==> config.mk <==
export PLATFORM = sky130hd
export DESIGN_NAME = vec_exec_sequencer
export DESIGN_NICKNAME = d
export VERILOG_FILES = /design/src/rtl/vec_exec_sequencer.sv
export SDC_FILE = /design/constraint.sdc
export NUM_CORES = 1
export LEC_CHECK = 0
export CAP_MARGIN = 20
export CORE_MARGIN = 3
export CORE_UTILIZATION = 46
export DETAILED_ROUTE_END_ITERATION = 10
export PLACE_DENSITY = 0.75
export SYNTH_ARGS = -nofsm -noshare
export SYNTH_HDL_FRONTEND = slang
export SYNTH_SLANG_ARGS = --single-unit
==> constraint.sdc <==
create_clock -name clk -period 2.2 [get_ports clk]
set_input_delay 0.33 -clock clk [delete_from_list [all_inputs] [get_ports clk]]
set_output_delay 0.33 -clock clk [all_outputs]
set_load 0.05 [all_outputs]
==> src/rtl/vec_exec_sequencer.sv <==
// vec_exec_sequencer: controller for the SIMD execute stage.
// Accepts one vector instruction at a time and splits it into beats of LANES
// elements. Each beat goes to a consecutive vector register. For each beat it
// drives the register-file read addresses, the execute op_code and the execute
// enable. After EXE_LAT cycles it issues the matching masked register-file
// write.
//
// Optional build macro: VEC_SEQ_STALL_EN adds the input 'stall', which pauses
// beat issue while the sequencer is in ISSUE.
//
// Ports:
//   clk, reset          clock, synchronous active-high reset
//   req_valid/ready     instruction handshake (accepted only in IDLE)
//   req_op/vd/vs1/vs2   op_code, destination and source base registers
//   req_vl              element count (clipped to MAX_VL)
//   rf_ra1/rf_ra2       register-file read addresses for the current beat
//   exe_op_code/enable  execute-stage op and beat valid
//   rf_we/wa/wmask      register-file write port for completed beats
//   busy, done          instruction in progress / one-cycle completion pulse
module vec_exec_sequencer #(
  parameter int unsigned LANES   = 4,
  parameter int unsigned MAX_VL  = 32,
  parameter int unsigned EXE_LAT = 1,
  parameter int unsigned VL_W    = 6
) (
  input  logic             clk,
  input  logic             reset,
`ifdef VEC_SEQ_STALL_EN
  input  logic             stall,
`endif
  input  logic             req_valid,
  output logic             req_ready,
  input  logic [3:0]       req_op,
  input  logic [4:0]       req_vd,
  input  logic [4:0]       req_vs1,
  input  logic [4:0]       req_vs2,
  input  logic [VL_W-1:0]  req_vl,
  output logic [4:0]       rf_ra1,
  output logic [4:0]       rf_ra2,
  output logic [3:0]       exe_op_code,
  output logic             exe_enable,
  output logic             rf_we,
  output logic [4:0]       rf_wa,
  output logic [LANES-1:0] rf_wmask,
  output logic             busy,
  output logic             done
);

  localparam int unsigned AW  = 5;
  localparam int unsigned OPW = 4;

  typedef enum logic [1:0] {
    S_IDLE  = 2'd0,
    S_ISSUE = 2'd1,
    S_DRAIN = 2'd2,
    S_DONE  = 2'd3
  } state_e;

  state_e           state_q, state_d;
  logic [OPW-1:0]   op_q, op_d;
  logic [AW-1:0]    ra1_q, ra1_d;
  logic [AW-1:0]    ra2_q, ra2_d;
  logic [AW-1:0]    wa_q, wa_d;
  // Elements still to be issued, counting the current beat.
  logic [VL_W-1:0]  rem_q, rem_d;

  // Write-back pipeline: one entry per execute latency cycle.
  logic [EXE_LAT-1:0] pv_q, pv_d;
  logic [AW-1:0]      pwa_q [EXE_LAT];
  logic [AW-1:0]      pwa_d [EXE_LAT];
  logic [LANES-1:0]   pm_q  [EXE_LAT];
  logic [LANES-1:0]   pm_d  [EXE_LAT];

  logic             issue_stall;
  logic             issue;
  logic [VL_W-1:0]  vl_eff;
  logic [LANES-1:0] beat_mask;

`ifdef VEC_SEQ_STALL_EN
  assign issue_stall = stall;
`else
  assign issue_stall = 1'b0;
`endif

  // Clip the requested length to the maximum vector length.
  always_comb begin
    vl_eff = req_vl;
    if (req_vl > VL_W'(MAX_VL)) begin
      vl_eff = VL_W'(MAX_VL);
    end
  end

  // Lane i is written if more than i elements remain. This gives all ones
  // for full beats and the low r bits for the final partial beat.
  always_comb begin
    beat_mask = '0;
    for (int i = 0; i < LANES; i++) begin
      beat_mask[i] = (rem_q > VL_W'(i));
    end
  end

  assign issue = (state_q == S_ISSUE) && !issue_stall;

  // Next-state logic, beat bookkeeping and write-pipeline advance.
  always_comb begin
    state_d = state_q;
    op_d    = op_q;
    ra1_d   = ra1_q;
    ra2_d   = ra2_q;
    wa_d    = wa_q;
    rem_d   = rem_q;

    pv_d[0]  = issue;
    pwa_d[0] = wa_q;
    pm_d[0]  = beat_mask;
    for (int i = 1; i < EXE_LAT; i++) begin
      pv_d[i]  = pv_q[i-1];
      pwa_d[i] = pwa_q[i-1];
      pm_d[i]  = pm_q[i-1];
    end

    case (state_q)
      S_IDLE: begin
        if (req_valid) begin
          ra1_d = req_vs1;
          ra2_d = req_vs2;
          wa_d  = req_vd;
          rem_d = vl_eff;
          if (vl_eff == '0) begin
            state_d = S_DONE;
          end else begin
            // The op only changes when a beat is about to issue, so
            // exe_op_code holds its value between instructions.
            op_d    = req_op;
            state_d = S_ISSUE;
          end
        end
      end
      S_ISSUE: begin
        if (issue) begin
          ra1_d = ra1_q + AW'(1);
          ra2_d = ra2_q + AW'(1);
          wa_d  = wa_q + AW'(1);
          if (rem_q <= VL_W'(LANES)) begin
            rem_d   = '0;
            state_d = S_DRAIN;
          end else begin
            rem_d = rem_q - VL_W'(LANES);
          end
        end
      end
      S_DRAIN: begin
        // Leave once the last write has left the pipeline.
        if (pv_d == '0) begin
          state_d = S_DONE;
        end
      end
      S_DONE: begin
        state_d = S_IDLE;
      end
      default: begin
        state_d = S_IDLE;
      end
    endcase
  end

  // State and pipeline registers.
  always_ff @(posedge clk) begin
    if (reset) begin
      state_q <= S_IDLE;
      op_q    <= '0;
      ra1_q   <= '0;
      ra2_q   <= '0;
      wa_q    <= '0;
      rem_q   <= '0;
      pv_q    <= '0;
      for (int i = 0; i < EXE_LAT; i++) begin
        pwa_q[i] <= '0;
        pm_q[i]  <= '0;
      end
    end else begin
      state_q <= state_d;
      op_q    <= op_d;
      ra1_q   <= ra1_d;
      ra2_q   <= ra2_d;
      wa_q    <= wa_d;
      rem_q   <= rem_d;
      pv_q    <= pv_d;
      for (int i = 0; i < EXE_LAT; i++) begin
        pwa_q[i] <= pwa_d[i];
        pm_q[i]  <= pm_d[i];
      end
    end
  end

  assign req_ready   = (state_q == S_IDLE);
  assign busy        = (state_q != S_IDLE);
  assign done        = (state_q == S_DONE);
  assign exe_enable  = issue;
  assign exe_op_code = op_q;
  assign rf_ra1      = ra1_q;
  assign rf_ra2      = ra2_q;
  assign rf_we       = pv_q[EXE_LAT-1];
  assign rf_wa       = pwa_q[EXE_LAT-1];
  assign rf_wmask    = pm_q[EXE_LAT-1];

endmodule

; ---- After elaboration in Yosys (flattened, before gate mapping)
; Memories as Yosys holds them, arrays and structs flattened.
; Index checks and enable logic that the tools add are counted.
[op_classes]
n_lt_le_gt_ge = 6
n_eq_ne = 5
bitwise = 1
muxes = 21
addsub = 4
reduce_logical = 9
[ops]
columns = operator, count
row1 = one-hot mux 5 bit (2 select lines), 3
row2 = 2-to-1 mux 5 bit, 4
row3 = 2-to-1 mux 6 bit, 3
row4 = adder 5 x 1 -> 5 bit (second input constant), 3
row5 = > comparator 6 x 1 -> 1 bit (second input constant), 2
row6 = > comparator 6 x 2 -> 1 bit (second input constant), 2
row7 = one-hot mux 6 bit (2 select lines), 1
row8 = one-hot mux 2 bit (4 select lines), 1
row9 = > comparator 6 bit (second input constant), 1
row10 = less-or-equal comparator 6 x 3 -> 1 bit (second input constant), 1
row11 = zero test 6 bit, 1
row12 = 2-to-1 mux 2 bit, 3
row13 = subtractor 6 x 3 -> 6 bit (second input constant), 1
row14 = 2-to-1 mux 1 bit, 5
row15 = OR reduction 5 bit, 1
row16 = == test 2 bit (second input constant), 2
row17 = 2-to-1 mux 4 bit, 1
row18 = AND reduction 2 bit, 2
row19 = nonzero test 2 bit, 2
row20 = OR reduction 4 bit, 1
row21 = AND reduction 3 bit, 1
row22 = == test 2 x 1 -> 1 bit (second input constant), 1
row23 = zero test 2 bit, 1
row24 = != test 2 x 1 -> 1 bit (second input constant), 1
row25 = 2 further kinds, 2
[word_totals]
ram_bits = 9
input_bits = 28
mem_count = 2
wordCells = 55
register_bits = 28
[mem_list]
columns = memory, depth, word_bits, read_ports, rd_ports_with_merged_regs, write_ports, line
row1 = pwa_q, 1, 5, 1, 0, 1, 69  ; logic [AW-1:0] pwa_q [EXE_LAT];
row2 = pm_q, 1, 4, 1, 0, 1, 71  ; logic [LANES-1:0] pm_q [EXE_LAT];

; ---- Depth between registers and ports, before layout
[logic_depth]
word_depth = 6
ltp_mapped = 9
depth_no_buf = 6

; ---- Worst setup path after synthesis
; Ideal clock, no wire load.
[synth_timing]
path_type = reg-to-reg
start = register state_q[0]
end = register ra1_q[4], in the netlist rf_ra1[4]
path_buffers = 2
t_required_ps = 2130
path_stages_with_launch = 9
path_slack_ps = 140
t_arrival_ps = 1990
setup_time_ps = 70
cell_sequence = dfxtp_1 -> inv_1 -> ha_1 -> buf_2 -> mux2i_1 -> buf_2 -> a21o_1 -> nand2_1 -> a21oi_1
[synth_via]
elab_chain_cells = 3
elab_cells_between_ends = 6
classes_between = eq/ne (2) / mux (1) / reduce/logical (3)
[synth_rtl]
columns = element, line
row1 = "start, declared", 59  ; state_e state_q, state_d;
row2 = "start signal, assigned", 182  ; state_q <= state_d;
row3 = zero test 2 bit (*), --
row4 = via req_ready, 32  ; output logic req_ready,
row5 = != test 2 bit (no line) / nonzero test 2 bit (equally long branches), --
row6 = AND reduction 2 bit (no line), --
row7 = "end signal, assigned", 184  ; ra1_q <= ra1_d;
row8 = "end, declared", 61  ; logic [AW-1:0] ra1_q, ra1_d;
; Mark *: on every way through the listed nets, which the timed path passes. The rest lies on a longest branch.
; A chain may end at the register's enable or synchronous reset.

; ---- Worst setup path in the final report
[layout_timing]
start = register state_q[1]
end = register rem_q[5]
[layout_via]
elab_chain_cells = 3
elab_cells_between_ends = 6
classes_between = eq/ne (2) / mux (1) / reduce/logical (3)
[layout_rtl]
columns = element, line
row1 = == test 2 x 1 -> 1 bit / zero test 2 bit (equally long branches), "102, 122"
row2 = nonzero test 2 bit (no line) / != test 2 bit (equally long branches), --
row3 = AND reduction 2 bit (no line), --
row4 = "end signal, assigned", 187  ; rem_q <= rem_d;
row5 = "end, declared", 65  ; logic [VL_W-1:0] rem_q, rem_d;
; Parallel ways exist; a longest one is shown, timed or not.

==> metrics.txt <==
outcome=complete, no violations; Synth top area share=40.6%; DR vias=1,709; Slew headroom=60.7%; worst min path class=flip-flop to flip-flop; Final Setup Violations=0; root buffer cell=clkbuf_8; Sink Count=37; placed cell count=308; worst path arrival time=2.23 ns; Tmin final=2.03 ns; CTS tree=done; sequential area share after synthesis=40.6%; leading area contributor after synthesis=dfxtp_1; fraction of layout instances using a drive strength above 1=9.33%; Post-synth EDFFs=0; Post-Route WL=4340 um; CORE AREA=3740 um^2; total track usage=19.4%; yosys warns=0; FMAX=493 MHz; initial antenna violation count=0; Seq. cell area=741 um^2; Crit path required time=2.40 ns; Synth Area per Inst=8.65 um^2; async set-reset flop share out of synthesis=0%; Multi-input gate area=987 um^2; DP HPWL=3080 um; vias in the first global route=1,533; drt drc=0; pre-CTS WS=0.200 ns; period utilisation layout=92.1%; Pwr Density=1400 nW/um^2; die width=69.0 um; H-tree depth reported by CTS=2; Synth Instances=211; Worst-Margin Slew=0.587 ns; Final Non-Filler Cells=316; mapped cell area=1820 um^2; CTS Buf Count=5; maximum capacitance violations=0; Die Y=69.0 um; Hold Vio Cnt, Final=0; Post-Syn Nets=248; PortBufs=55; Starting Density=48.7%; Longest Clk Path Bufs=2; final instance area=2510 um^2; first-pass GRT wire length=7060 um; IO Count=56; ys flop type=dfxtp_1; Pleak=0.955 nW; setup TNS=0 ns; buffer count from post-CTS setup fixing=0; quantity of gates resized following cts=0; 1st-iter DRT viols=208; Distinct cells, synth=34; Routability Congestion=0.798; FP Rows=22; Final WS setup=0.173 ns; largest net degree at the start of global routing=38; DR vias/cell=5.41; crit end category=flip-flop; synth cell count leaders=37 x dfxtp_1, 23 x a21oi_1, 18 x nor2_1, 15 x o21ai_0, 13 x nand2_1; RSZ-0062 raised after global routing=false; VDD IR max=0.897 mV; DR pass1 iterations=4; total grt overflow=0; WL per Instance=13.7 um; die area=4760 um^2; clk slew on worst S/H paths=0.07 ns; total power=3.52 mW; Final #Nets=304; Final ANT Viol Nets=0; Slew Viols, Final=0; post-synthesis sequential element count=37; class of the most critical setup path=flip-flop to flip-flop; most area-consuming cells after synthesis=dfxtp_1 41%, a21oi_1 6.3%, ha_1 6.2%; Critical Path Start Type=flip-flop; largest fanout on the critical path=11; Worst Skew=0.00799 ns; placed instance area=2430 um^2; CTS Hold Bufs=0; Syn-to-layout area delta=37.7%; clock latency at the later pin of the worst-skew pair=0.28 ns; # diodes=0; Filler cells=322; top-count cell post-synth=dfxtp_1
## worst max-delay path: stages, from the launching register on
cell	delay, ns
dfxtp_1	0.34
inv_1	0.08
ha_1	0.27
buf_4	0.22
and2b_1	0.22
a2bb2oi_4	0.11
or4b_1	0.51
a31oi_1	0.20
## flip-flops by register name, indices dropped and copies added, names as in the netlist
signal and flops:
exe_op_code 4, pm_q 4, pwa_d 5, pwa_q 5, rem_q 6, rf_ra1 5
rf_ra2 5, rf_we 1, state_q 2
## cell type report
| cell class | instances | area share, % |
|---|---|---|
| multi-input cells | 152 | 39.3 |
| flip-flops and latches | 37 | 29.5 |
| repair buffers | 62 | 24.2 |
| clock buffers | 6 | 2.89 |
| well taps | 48 | 2.39 |
| inverters | 9 | 1.34 |
| clock inverters | 2 | 0.398 |
## cell families after synthesis
logic type	count (synthesis)	synth area share, %
compound gates	68	25.1
fa+ha+maj	9	6.17
buf+inv	22	5.28
simple gates	67	18.4
mux	8	4.39
flops	37	40.6
## metrics by stage
| stage | util (%) | hold slack, ns |
|---|---|---|
| after floorplan | - | 0.445 |
| after global routing | 67.1 | 0.492 |
| final | 67.1 | 0.484 |
| after global placement | 64.9 | 0.459 |
| after detailed placement | 64.9 | 0.471 |
| after CTS | 67.1 | 0.481 |
## final timing paths
check / startpoint / endpoint / slack, ns / cells after the start
max: state_q[1] / rem_q[5] / 0.17 / 7
min: pwa_d[4] / pwa_d[4] / 0.48 / 2
max reg2reg: state_q[1] / rem_q[5] / 0.17 / 7
min reg2reg: pwa_d[4] / pwa_d[4] / 0.48 / 2
## power breakdown
group	total [mW]	leakage [nW]	internal [mW]	switching, mW
Combinational	2.03	0.606	0.782	1.25
Clock	0.450	0.0450	0.220	0.231
Sequential	1.04	0.304	0.877	0.161
Total	3.52	0.955	1.88	1.64
## layer usage
| metal | global-route usage (%) | wire length [um] | up-vias |
|---|---|---|---|
| met5 | 0 | 0 | - |
| met4 | 3.89 | 20 | 0 |
| met3 | 4.86 | 313 | 5 |
| met2 | 30.4 | 1970 | 62 |
| met1 | 27.1 | 2040 | 779 |
| li1 | - | - | 863 |
## layout by cell type (no fill, tap or decap), types with 2 or more instances in the layout
cell type and n:
clkinv_2 2, nor2_1 18, clkdlybuf4s50_1 52, o21ai_0 15, a21bo_2 2, ha_1 9
a31oi_1 3, nand2_1 13, a21oi_1 23, inv_1 9, buf_4 9, clkbuf_8 5
o2bb2ai_1 3, mux2i_1 8, dfxtp_1 37, a221oi_1 4, a21o_1 4, a211oi_1 7
nor3_1 7, nand2b_1 4, nor2b_1 11, nand3_1 9
(Power assumes the default switching activity.)
